File: src/rtl/fifo_pkg.sv
// Shared async-FIFO definitions: parameter limits and Gray/binary helpers.
package fifo_pkg;

    localparam int unsigned MIN_ADDR_WIDTH  = 2;
    localparam int unsigned MAX_ADDR_WIDTH  = 8;
    localparam int unsigned MIN_SYNC_STAGES = 2;
    localparam int unsigned MAX_SYNC_STAGES = 4;

    // Widest pointer any FIFO instance can carry (address bits plus wrap bit).
    localparam int unsigned PTR_MAX_W = MAX_ADDR_WIDTH + 1;

    typedef logic [PTR_MAX_W-1:0] ptr_max_t;

    // Binary to reflected Gray code.
    function automatic ptr_max_t bin2gray(input ptr_max_t bin);
        return bin ^ (bin >> 1);
    endfunction

    // Reflected Gray code to binary (prefix XOR from the MSB down).
    function automatic ptr_max_t gray2bin(input ptr_max_t gray);
        ptr_max_t bin;
        bin[PTR_MAX_W-1] = gray[PTR_MAX_W-1];
        for (int i = PTR_MAX_W - 2; i >= 0; i--) begin
            bin[i] = bin[i+1] ^ gray[i];
        end
        return bin;
    endfunction

endpackage

File: src/rtl/gray2bin.sv
// Pure combinational Gray-to-binary converter; shared by both FIFO pointer sides.
module gray2bin
    import fifo_pkg::*;
#(
    parameter int unsigned W = 4
) (
    input  logic [W-1:0] gray_i,
    output logic [W-1:0] bin_o
);

    // Each binary bit is the XOR of all Gray bits at or above it.
    always_comb begin
        bin_o[W-1] = gray_i[W-1];
        for (int i = W - 2; i >= 0; i--) begin
            bin_o[i] = bin_o[i+1] ^ gray_i[i];
        end
    end

endmodule

File: src/rtl/wptr_full_level.sv
// Write-side pointer and flag controller for the async FIFO. Synchronises the read Gray
// pointer into the write domain, advances binary/Gray write pointers, and produces
// registered full, almost_full, fill level and a sticky overflow flag.
module wptr_full_level
    import fifo_pkg::*;
#(
    parameter int unsigned ADDR_WIDTH   = 3,
    parameter int unsigned SYNC_STAGES  = 2,
    parameter int unsigned AFULL_THRESH = 6
) (
    input  logic                  wclk,
    input  logic                  rst_n,
    input  logic                  winc,
    input  logic [ADDR_WIDTH:0]   rptr,
    input  logic                  ovf_clr,
    output logic                  wen,
    output logic [ADDR_WIDTH-1:0] waddr,
    output logic [ADDR_WIDTH:0]   wptr,
    output logic                  full,
    output logic                  almost_full,
    output logic [ADDR_WIDTH:0]   wlevel,
    output logic                  overflow
);

    localparam int unsigned AW = ADDR_WIDTH;
    localparam logic [AW:0] AfullThresh = (AW + 1)'(AFULL_THRESH);

    // Elaboration-time parameter legality.
    if (ADDR_WIDTH < MIN_ADDR_WIDTH || ADDR_WIDTH > MAX_ADDR_WIDTH) begin : gen_bad_addr_width
        $error("wptr_full_level: ADDR_WIDTH out of range");
    end
    if (SYNC_STAGES < MIN_SYNC_STAGES || SYNC_STAGES > MAX_SYNC_STAGES) begin : gen_bad_sync
        $error("wptr_full_level: SYNC_STAGES out of range");
    end
    if (AFULL_THRESH < 1 || AFULL_THRESH > (1 << ADDR_WIDTH)) begin : gen_bad_afull
        $error("wptr_full_level: AFULL_THRESH out of range");
    end

    logic [SYNC_STAGES-1:0][AW:0] sync_q;
    logic [AW:0] rq;
    logic [AW:0] rbin;

    logic [AW:0] wbin_q, wbin_d;
    logic [AW:0] wgray_q, wgray_d;
    logic [AW:0] level_q, level_d;
    logic        full_q, full_d;
    logic        afull_q, afull_d;
    logic        ovf_q, ovf_d;

    // Read-pointer synchroniser: plain flop chain, no logic between stages.
    for (genvar i = 0; i < int'(SYNC_STAGES); i++) begin : gen_sync
        if (i == 0) begin : gen_first
            // First stage samples the asynchronous read pointer.
            always_ff @(posedge wclk) begin
                if (!rst_n) begin
                    sync_q[i] <= '0;
                end else begin
                    sync_q[i] <= rptr;
                end
            end
        end else begin : gen_rest
            // Later stages only resolve metastability.
            always_ff @(posedge wclk) begin
                if (!rst_n) begin
                    sync_q[i] <= '0;
                end else begin
                    sync_q[i] <= sync_q[i-1];
                end
            end
        end
    end

    assign rq = sync_q[SYNC_STAGES-1];

    gray2bin #(
        .W(AW + 1)
    ) u_rq_gray2bin (
        .gray_i(rq),
        .bin_o (rbin)
    );

    // Next-state pointers and flags; every flag sees the post-write pointer.
    always_comb begin
        wen     = rst_n & winc & ~full_q;
        wbin_d  = wbin_q + {{AW{1'b0}}, wen};
        wgray_d = wbin_d ^ (wbin_d >> 1);
        level_d = wbin_d - rbin;
        // Full when write Gray equals read Gray with the top two bits inverted.
        full_d  = (wgray_d == {~rq[AW:AW-1], rq[AW-2:0]});
        afull_d = (level_d >= AfullThresh);
        // A fresh overflow event outranks a same-cycle clear.
        ovf_d   = ovf_q;
        if (winc && full_q) begin
            ovf_d = 1'b1;
        end else if (ovf_clr) begin
            ovf_d = 1'b0;
        end
    end

    // Pointer and flag registers with synchronous reset.
    always_ff @(posedge wclk) begin
        if (!rst_n) begin
            wbin_q  <= '0;
            wgray_q <= '0;
            level_q <= '0;
            full_q  <= 1'b0;
            afull_q <= 1'b0;
            ovf_q   <= 1'b0;
        end else begin
            wbin_q  <= wbin_d;
            wgray_q <= wgray_d;
            level_q <= level_d;
            full_q  <= full_d;
            afull_q <= afull_d;
            ovf_q   <= ovf_d;
        end
    end

    assign waddr       = wbin_q[AW-1:0];
    assign wptr        = wgray_q;
    assign full        = full_q;
    assign almost_full = afull_q;
    assign wlevel      = level_q;
    assign overflow    = ovf_q;

endmodule

File: config.mk
export PLATFORM = sky130hd
export DESIGN_NAME = wptr_full_level
export DESIGN_NICKNAME = d
export VERILOG_FILES = /design/src/rtl/fifo_pkg.sv /design/src/rtl/gray2bin.sv /design/src/rtl/wptr_full_level.sv
export SDC_FILE = /design/constraint.sdc
export NUM_CORES = 1
export LEC_CHECK = 0
export ABC_AREA = 1
export CORE_AREA = 2 2 49 51
export CTS_CLUSTER_SIZE = 40
export DETAILED_ROUTE_END_ITERATION = 7
export DIE_AREA = 0 0 51 53
export GPL_ROUTABILITY_DRIVEN = 0
export HOLD_SLACK_MARGIN = 0.1
export PLACE_DENSITY = 0.84
export SYNTH_ARGS = -nofsm -noshare
export SYNTH_HDL_FRONTEND = slang
export SYNTH_HIERARCHICAL = 1
export SYNTH_SLANG_ARGS = --single-unit
File: constraint.sdc
create_clock -name wclk -period 4.2 [get_ports wclk]
set_input_delay 0.84 -clock wclk [delete_from_list [all_inputs] [get_ports wclk]]
set_output_delay 0.84 -clock wclk [all_outputs]
set_load 0.05 [all_outputs]
* After elaboration in Yosys (flattened, before gate mapping)
Cells that the tools add are included.
** Operators by class
- Add/sub/neg operators :: 2
- Magnitude comparators :: 1
- Equal/unequal tests :: 1
- Mux-type cells :: 2
- Bitwise logic cells :: 8
- Reductions and logical operators :: 2
** Operators with widths (count)
- 4-bit by 1-bit adder with 4-bit output :: 1
- 4-bit == test :: 1
- 4-bit by 3-bit greater-or-equal comparator with 1-bit output (second input constant) :: 1
- 4-bit subtractor :: 1
- 4-bit by 3-bit XOR with 4-bit output :: 1
- 1-bit XOR :: 3
- 1-bit bitwise AND :: 2
- 1-bit 2-to-1 mux :: 2
- 2-bit NOT :: 1
- 2-bit nonzero test :: 1
- 1-bit logical AND :: 1
- 1-bit NOT :: 1
** Storage, ports and cells
- Flip-flop bits (word level) :: 23
- Output and inout port bits :: 15
- Logic and storage cells :: 24

* Logic depth before layout (Yosys ltp)
Gate-level depths: netlist (run 1).
- Depth after elaboration :: 5
- Depth in mapped cells :: 15

* Hierarchy
The synthesis (run 1) kept the hierarchy.
** By module, submodules not included
- wptr_full_level :: times used 1, cells an instance 127, area an instance 958.4 µm²
- gray2bin :: times used 1, cells an instance 18, area an instance 93.8 µm²

* Worst setup path before layout (run 1)
Ideal clock, no wire load.
- Path kind :: input to register
- From :: input port winc
- To :: register afull_q, in the netlist almost_full
- Setup time :: 115 ps
- Data arrival time :: 3158 ps
- Required time :: 4085 ps
- Slack :: 927 ps
- Stages on the path :: 13
- Buffers on the path :: 0
- Cells stage by stage :: nand2_1 nor2_1 ha_1 ha_1 nand2_1 nand2_4 inv_2 ha_1 a21oi_1 nor2b_1 nand3_1 nand3_1 nand2_1
** On the way
- Cells in the longest elaborated chain, start to end :: 5
** Ends and longest elaborated chain
- start, declared :: RTL line wptr_full_level.sv:13 : input logic winc,
- 1-bit bitwise AND (2 in a row) :: RTL line wptr_full_level.sv:84 : wen = rst_n & winc & ~full_q;
- named net wen :: RTL line wptr_full_level.sv:16 : output logic wen,
- 4-bit by 1-bit adder with 4-bit output :: RTL line wptr_full_level.sv:85 : wbin_d = wbin_q + {{AW{1'b0}}, wen};
- named net wbin_d[2] :: RTL line wptr_full_level.sv:43 : logic [AW:0] wbin_q, wbin_d;
- 4-bit subtractor :: RTL line wptr_full_level.sv:87 : level_d = wbin_d - rbin;
- 4-bit by 3-bit greater-or-equal comparator with 1-bit output :: RTL line wptr_full_level.sv:90 : afull_d = (level_d >= AfullThresh);
- end signal, assigned :: RTL line wptr_full_level.sv:114 : afull_q <= afull_d;
- end, declared :: RTL line wptr_full_level.sv:47 : logic afull_q, afull_d;
The timed path passes the listed nets, and every way through them passes these cells.
A chain may end at the register's enable or synchronous reset.

* Worst setup path in the final report (run 1)
- From :: input port rst_n
- To :: output port wen
** On the way
- Cells in the longest elaborated chain, start to end :: 2
** Ends and longest elaborated chain
- start, declared :: RTL line wptr_full_level.sv:12 : input logic rst_n,
- 1-bit bitwise AND (2 in a row) :: RTL line wptr_full_level.sv:84
- end, declared :: RTL line wptr_full_level.sv:16
Every way passes these cells.

==> results of run 1 <==
-- state kept, by name, summed over array words and instances (netlist names) --
| register | flops |
|---|---|
| rq | 4 |
| sync_q | 4 |
| wbin_q | 4 |
| full | 1 |
| overflow | 1 |
| wlevel | 4 |
| almost_full | 1 |
| wptr | 3 |
-- through the flow --
| step | setup slack [ns] | area [sq um] | power, W | std cells | hold slack (ns) |
|---|---|---|---|---|---|
| after floorplan | 0.927 | 1050 | 0.000319 | 145 | 0.390 |
| after global placement | 0.866 | 1300 | 0.000355 | 194 | 0.393 |
| after detailed placement | 0.730 | 1300 | 0.000358 | 194 | 0.401 |
| after CTS | 0.849 | 1340 | 0.000468 | 198 | 0.427 |
| after global routing | 0.801 | 1340 | 0.000487 | 198 | 0.443 |
| final | 0.854 | 1340 | 0.000464 | 198 | 0.423 |
-- cell usage in the layout, fill, tap and decap left out, drive strengths merged, types with 2 or more instances in the layout --
cell type	count
nand4	2
clkbuf	4
a21oi	2
nand3	16
dfxtp	22
nor2	13
ha	5
nand2	48
clkdlybuf4s50	22
inv	30
-- worst max-delay path, stage by stage --
cell	delay (ns)
clkdlybuf4s50_1	0.46
buf_4	0.19
nand2_1	0.07
nor2_1	0.13
clkdlybuf4s50_1	0.82
-- area by class of cell --
cell class,count,area share [%]
timing repair buffer,23,17.0
inverter,30,8.40
multi-input combinational,91,36.4
clock buffer,4,2.71
tap,28,2.61
sequential,22,32.9
-- kinds of logic (layout without fill, tap and decap cells) --
kind of cell,Yosys count,in the layout,share of synthesized area [%]
AOI/OAI and AO/OA,3,3,1.43
DFF,22,22,41.9
adders and majority gates,6,6,7.85
and+or+nand+nor,81,81,36.3
xor gates and xnor gates,1,1,0.832
buffers and inverters,32,57,11.8
-- worst max-delay path by stage --
stage                     start          end  slack (ns)
after detailed placement  rst_n  almost_full        0.73
after floorplan            winc  almost_full        0.93
after global placement    rst_n          wen        0.87
after CTS                 rst_n          wen        0.85
after global routing      rst_n          wen        0.80
final                     rst_n          wen        0.85
-- layer usage --
metal	vias to the layer above	track usage, %	wire length, um
li1	485	-	-
met1	417	17.4	763
met2	20	32.3	990
met3	4	6.50	106
met4	0	3.60	25
met5	-	0	0
-- report_power, final --
group | switching, W | internal [W] | total [W]
registers | 0.00000578 | 0.000223 | 0.000229
clock network | 0.0000584 | 0.0000529 | 0.000111
logic | 0.0000781 | 0.0000456 | 0.000124
total | 0.000142 | 0.000322 | 0.000464
==> results.toml, run 1 <==
[global_route]
grt_pass1_wl_mm = 3.43
grt_pass1_vias = 872
antenna_found_initial = 0
track_usage_pct = 16.9
grt_max_degree = 15
grt.overflow.total = 0

[drt]
wl_per_cell_um = 9.53
wirelength_mm = 1.89
vias_per_cell = 4.68
detail_route.first_pass.iterations = 4
via_count = 926
ant_nets = 0
drtIter0Drc = 7
remaining_drc_errors = 0

[floorplanning]
initial_core_util_pct = 49.0
die_w_um = 51
io_pins = 23
core.rowCount = 17
dieHeight_um = 53
dieArea_sq_mm = 0.00270
core-area_sq_mm = 0.00215

[yosys]
synth_flop_cell = "dfxtp_1"
synth_top_area_share_pct = 41.9
netlist_instances = 145
postSynth.asyncResetShare_pct = 0
syn_avg_cell_area_sq_um = 7.26
synth_most_common_cell = "nand2_1"
synth_area_leaders = "dfxtp_1, nand2_1, inv_1"
synth_commonest_cells = "nand2_1, inv_1, dfxtp_1"
synth_area_sq_mm = 0.00105
yosysWarningCount = 6
yosys.area.top_type = "dfxtp_1"
synth_edf_count = 0
synth_seq_cells = 22
ys_types = 19
synth_fp_nets = 159
ys_seq_area_share_pct = 41.9

[hold_path]
hp-class = "register to register"
worstHoldPathCells = 2
min_to = "rq[3]"
min-delay-start = "sync_q[3]"

[timing]
slew_headroom_pct = 66.6
hold_viol = 0
slew_violations = 0
min_period_ns = 3.35
final.setup_skew_ns = 0.00128
setup_viol = 0
min_period_over_period_pct = 79.7
tightest_slew_ns = 0.499
timing.setup.tns_ns = 0
clock.fmax_mhz = 299
rsz0062_at_grt = "false"

[clock_tree]
root_buffer = "clkbuf_4"
post_cts_buffers = 0
cts_sinks = 22
htreeDepth = 1
cts_repair_resize_count = 0
clk_latency_ns = 0.30
cts.reportedPaths.clkPinSlew_ns = 0.11
cts_buffers = 3
clock_path_buffers = 2
cts_tree = "yes"
cts_hold_buffers = 0

[critical_path]
r2r_slack_ns = 1.96
crit_required_ns = 3.36
worstSetupPathType = "primary input to output pin"
end_kind = "output pin"
reg2regPathDepth = 12
worstPathMaxFanout = 14
rr_endpoint = "almost_full"
start_kind = "primary input"
reg2reg_from = "full"
crit_arrival_ns = 2.51

[status]
status = "finished clean"

[cells_and_area]
seqCellArea_sq_um = 440
fill_cells = 176
fin_nets = 185
antenna_cells = 0
multi_input_area_sq_um = 488
syn_to_final_growth_pct = 27.3
fin_util_pct = 62.4
drive_gt1_share_pct = 11.2

[power_and_ir_drop]
p_leak_nw = 0.674
power.density_mw_per_mm2 = 346
ir_drop_uv = 312

[placed_design]
hpwl_mm = 1.54
portBuffers = 22

[run]
drv_cap = 0
(Power assumes the default switching activity.)
==> run 2, diff against run 1 <==
CORE_AREA = 2 2 50 52   (was 2 2 49 51)
DIE_AREA = 0 0 52 54   (was 0 0 51 53)
PLACE_DENSITY = 0.81   (was 0.84)
clock period = 3.49 ns   (was 4.2 ns; I/O delays follow)
==> run 2 against run 1 <==
Against the previous run:
- routed wire length grew 6.2%
- register-to-register slack worse by 0.71 ns
- total power is 21% higher
- first-iteration DRC count grew 140%
- sequential share of layout area is the same
- clock skew rose by 0.0017 ns
- count of clock-buffer cells in the layout unchanged
- worst setup slack worse by 0.18 ns
- non-clock buffer count unchanged
- critical endpoint is now almost_full
- largest power group unchanged
==> results.toml, run 2 (same netlist as run 1, synthesis figures left out) <==
[timing]
min_period_ns = 2.82
clock.fmax_mhz = 355
slew_violations = 0
setup_viol = 0
final.setup_skew_ns = 0.00297
min_period_over_period_pct = 80.8
rsz0062_at_grt = "false"
timing.setup.tns_ns = 0
hold_viol = 0
tightest_slew_ns = 0.496
slew_headroom_pct = 66.9

[hold_path]
hp-class = "register to register"

[cells_and_area]
final_common_cell = "nand2_1"
final_cell_mix = "nand2_1, inv_1, dfxtp_1"
antenna_cells = 0
fin_util_pct = 57.8
final_area_sq_mm = 0.00134
fin_cells = 200
drive_gt1_share_pct = 11.8
fin_nets = 185
syn_to_final_growth_pct = 27.3

[drt]
remaining_drc_errors = 0
ant_nets = 0
vias_per_cell = 4.73
via_count = 945
drtIter0Drc = 17
wirelength_mm = 2.00
detail_route.first_pass.iterations = 4
wl_per_cell_um = 10.0

[critical_path]
r2r_slack_ns = 1.25
worstSetupPathType = "primary input to register"
rr_endpoint = "almost_full"
worstPathMaxFanout = 4
reg2reg_from = "full"
start_kind = "primary input"
path_cells = "clkdlybuf4s50_1 -> nand2_1 -> nor2_1 -> ha_1 -> ha_1 -> nand2_1 -> nand2_4 -> inv_2 -> ha_1 -> a21oi_1 -> nor2b_1 -> nand3_1 -> nand3_1 -> nand2_1"
cp_slowest_stage_delay_ns = 0.49
crit_slowest_cell = "clkdlybuf4s50_1"
crit_required_ns = 3.70
crit_start = "rst_n"
crit_path_end = "almost_full"
crit_arrival_ns = 3.03
reg2regPathDepth = 12
end_kind = "register"

[power_and_ir_drop]
seqPwrFrac_pct = 48.9
clockPowerShare_pct = 24.4
combPwrFrac_pct = 26.7
power.density_mw_per_mm2 = 420
ir_drop_uv = 295
p_switching_w = 0.000176
p_sw_share_pct = 31.2
intPower_w = 0.000387
p_leak_nw = 0.676

[clock_tree]
root_buffer = "clkbuf_4"
clock_path_buffers = 2
post_cts_buffers = 0
cts.reportedPaths.clkPinSlew_ns = 0.12
cts_sinks = 22
clk_latency_ns = 0.30
cts_tree = "yes"
cts_buffers = 3
cts_hold_buffers = 0
htreeDepth = 1
cts_repair_resize_count = 0

[global_route]
grt.overflow.total = 0
grt_pass1_vias = 828
grt_pass1_wl_mm = 3.17
track_usage_pct = 15.5
antenna_found_initial = 0
grt_max_degree = 14

[status]
status = "finished clean"

[floorplanning]
io_pins = 23
dieHeight_um = 54
die_w_um = 52
initial_core_util_pct = 45.4
core.rowCount = 18
core-area_sq_mm = 0.00232
dieArea_sq_mm = 0.00281

[placed_design]
hpwl_mm = 1.62
portBuffers = 22
dpl-instance-area_sq_mm = 0.00130
dp_cells = 196

[run]
drv_cap = 0
## run 2: changes by cell type in the layout (fill, tap and decap cells not counted), sizes merged
cell           delta
buf               +1
clkdlybuf4s50     -1
## run 2: power by group through the flow
| stage | Clock, W | Sequential [W] | Combinational (W) |
|---|---|---|---|
| after detailed placement | 0 | 0.000282 | 0.000150 |
| final | 0.000137 | 0.000276 | 0.000150 |
| after global routing | 0.000153 | 0.000277 | 0.000163 |
| after floorplan | 0 | 0.000328 | 0.0000565 |
| after CTS | 0.000143 | 0.000276 | 0.000151 |
| after global placement | 0 | 0.000281 | 0.000147 |
## run 2: worst min-delay path by stage
stage / from / end / slack (ns) / cells past startpoint
floorplan: sync_q[0] / rq[0] / 0.39 / 2
global placement: sync_q[3] / rq[3] / 0.39 / 2
detailed placement: sync_q[1] / rq[1] / 0.40 / 2
CTS: sync_q[1] / rq[1] / 0.42 / 2
global route: sync_q[1] / rq[1] / 0.44 / 2
finish: sync_q[0] / rq[0] / 0.42 / 2
## run 2: stage by stage
| stage | hold slack [ns] | power (W) | setup WS [ns] |
|---|---|---|---|
| detailed placement | 0.402 | 0.000432 | 0.343 |
| finish | 0.423 | 0.000563 | 0.670 |
| global route | 0.438 | 0.000593 | 0.486 |
| CTS | 0.423 | 0.000570 | 0.662 |
| floorplan | 0.390 | 0.000384 | 0.359 |
| global placement | 0.393 | 0.000428 | 0.450 |
## run 2: worst max-delay path, delay by kind of cell
family | cells | cell delay (ns)
fa+ha+maj | 3 | 0.78
compound gates | 1 | 0.20
buf+inv | 2 | 0.55
simple gates | 8 | 0.82
## run 2: layer usage
metal | share of wire [%] | track usage [%]
met1 | 41 | 15.0
met2 | 53 | 30.4
met3 | 4.8 | 3.33
met4 | 1.5 | 8.33
met5 | 0 | 0
## run 2: layout make-up
type                       instances  area [sq um]
clock buffer                       4          36.3
fill                             208           980
inverter                          30           113
multi-input combinational         91           488
sequential                        22           440
tap                               30          37.5
timing repair buffer              23           225
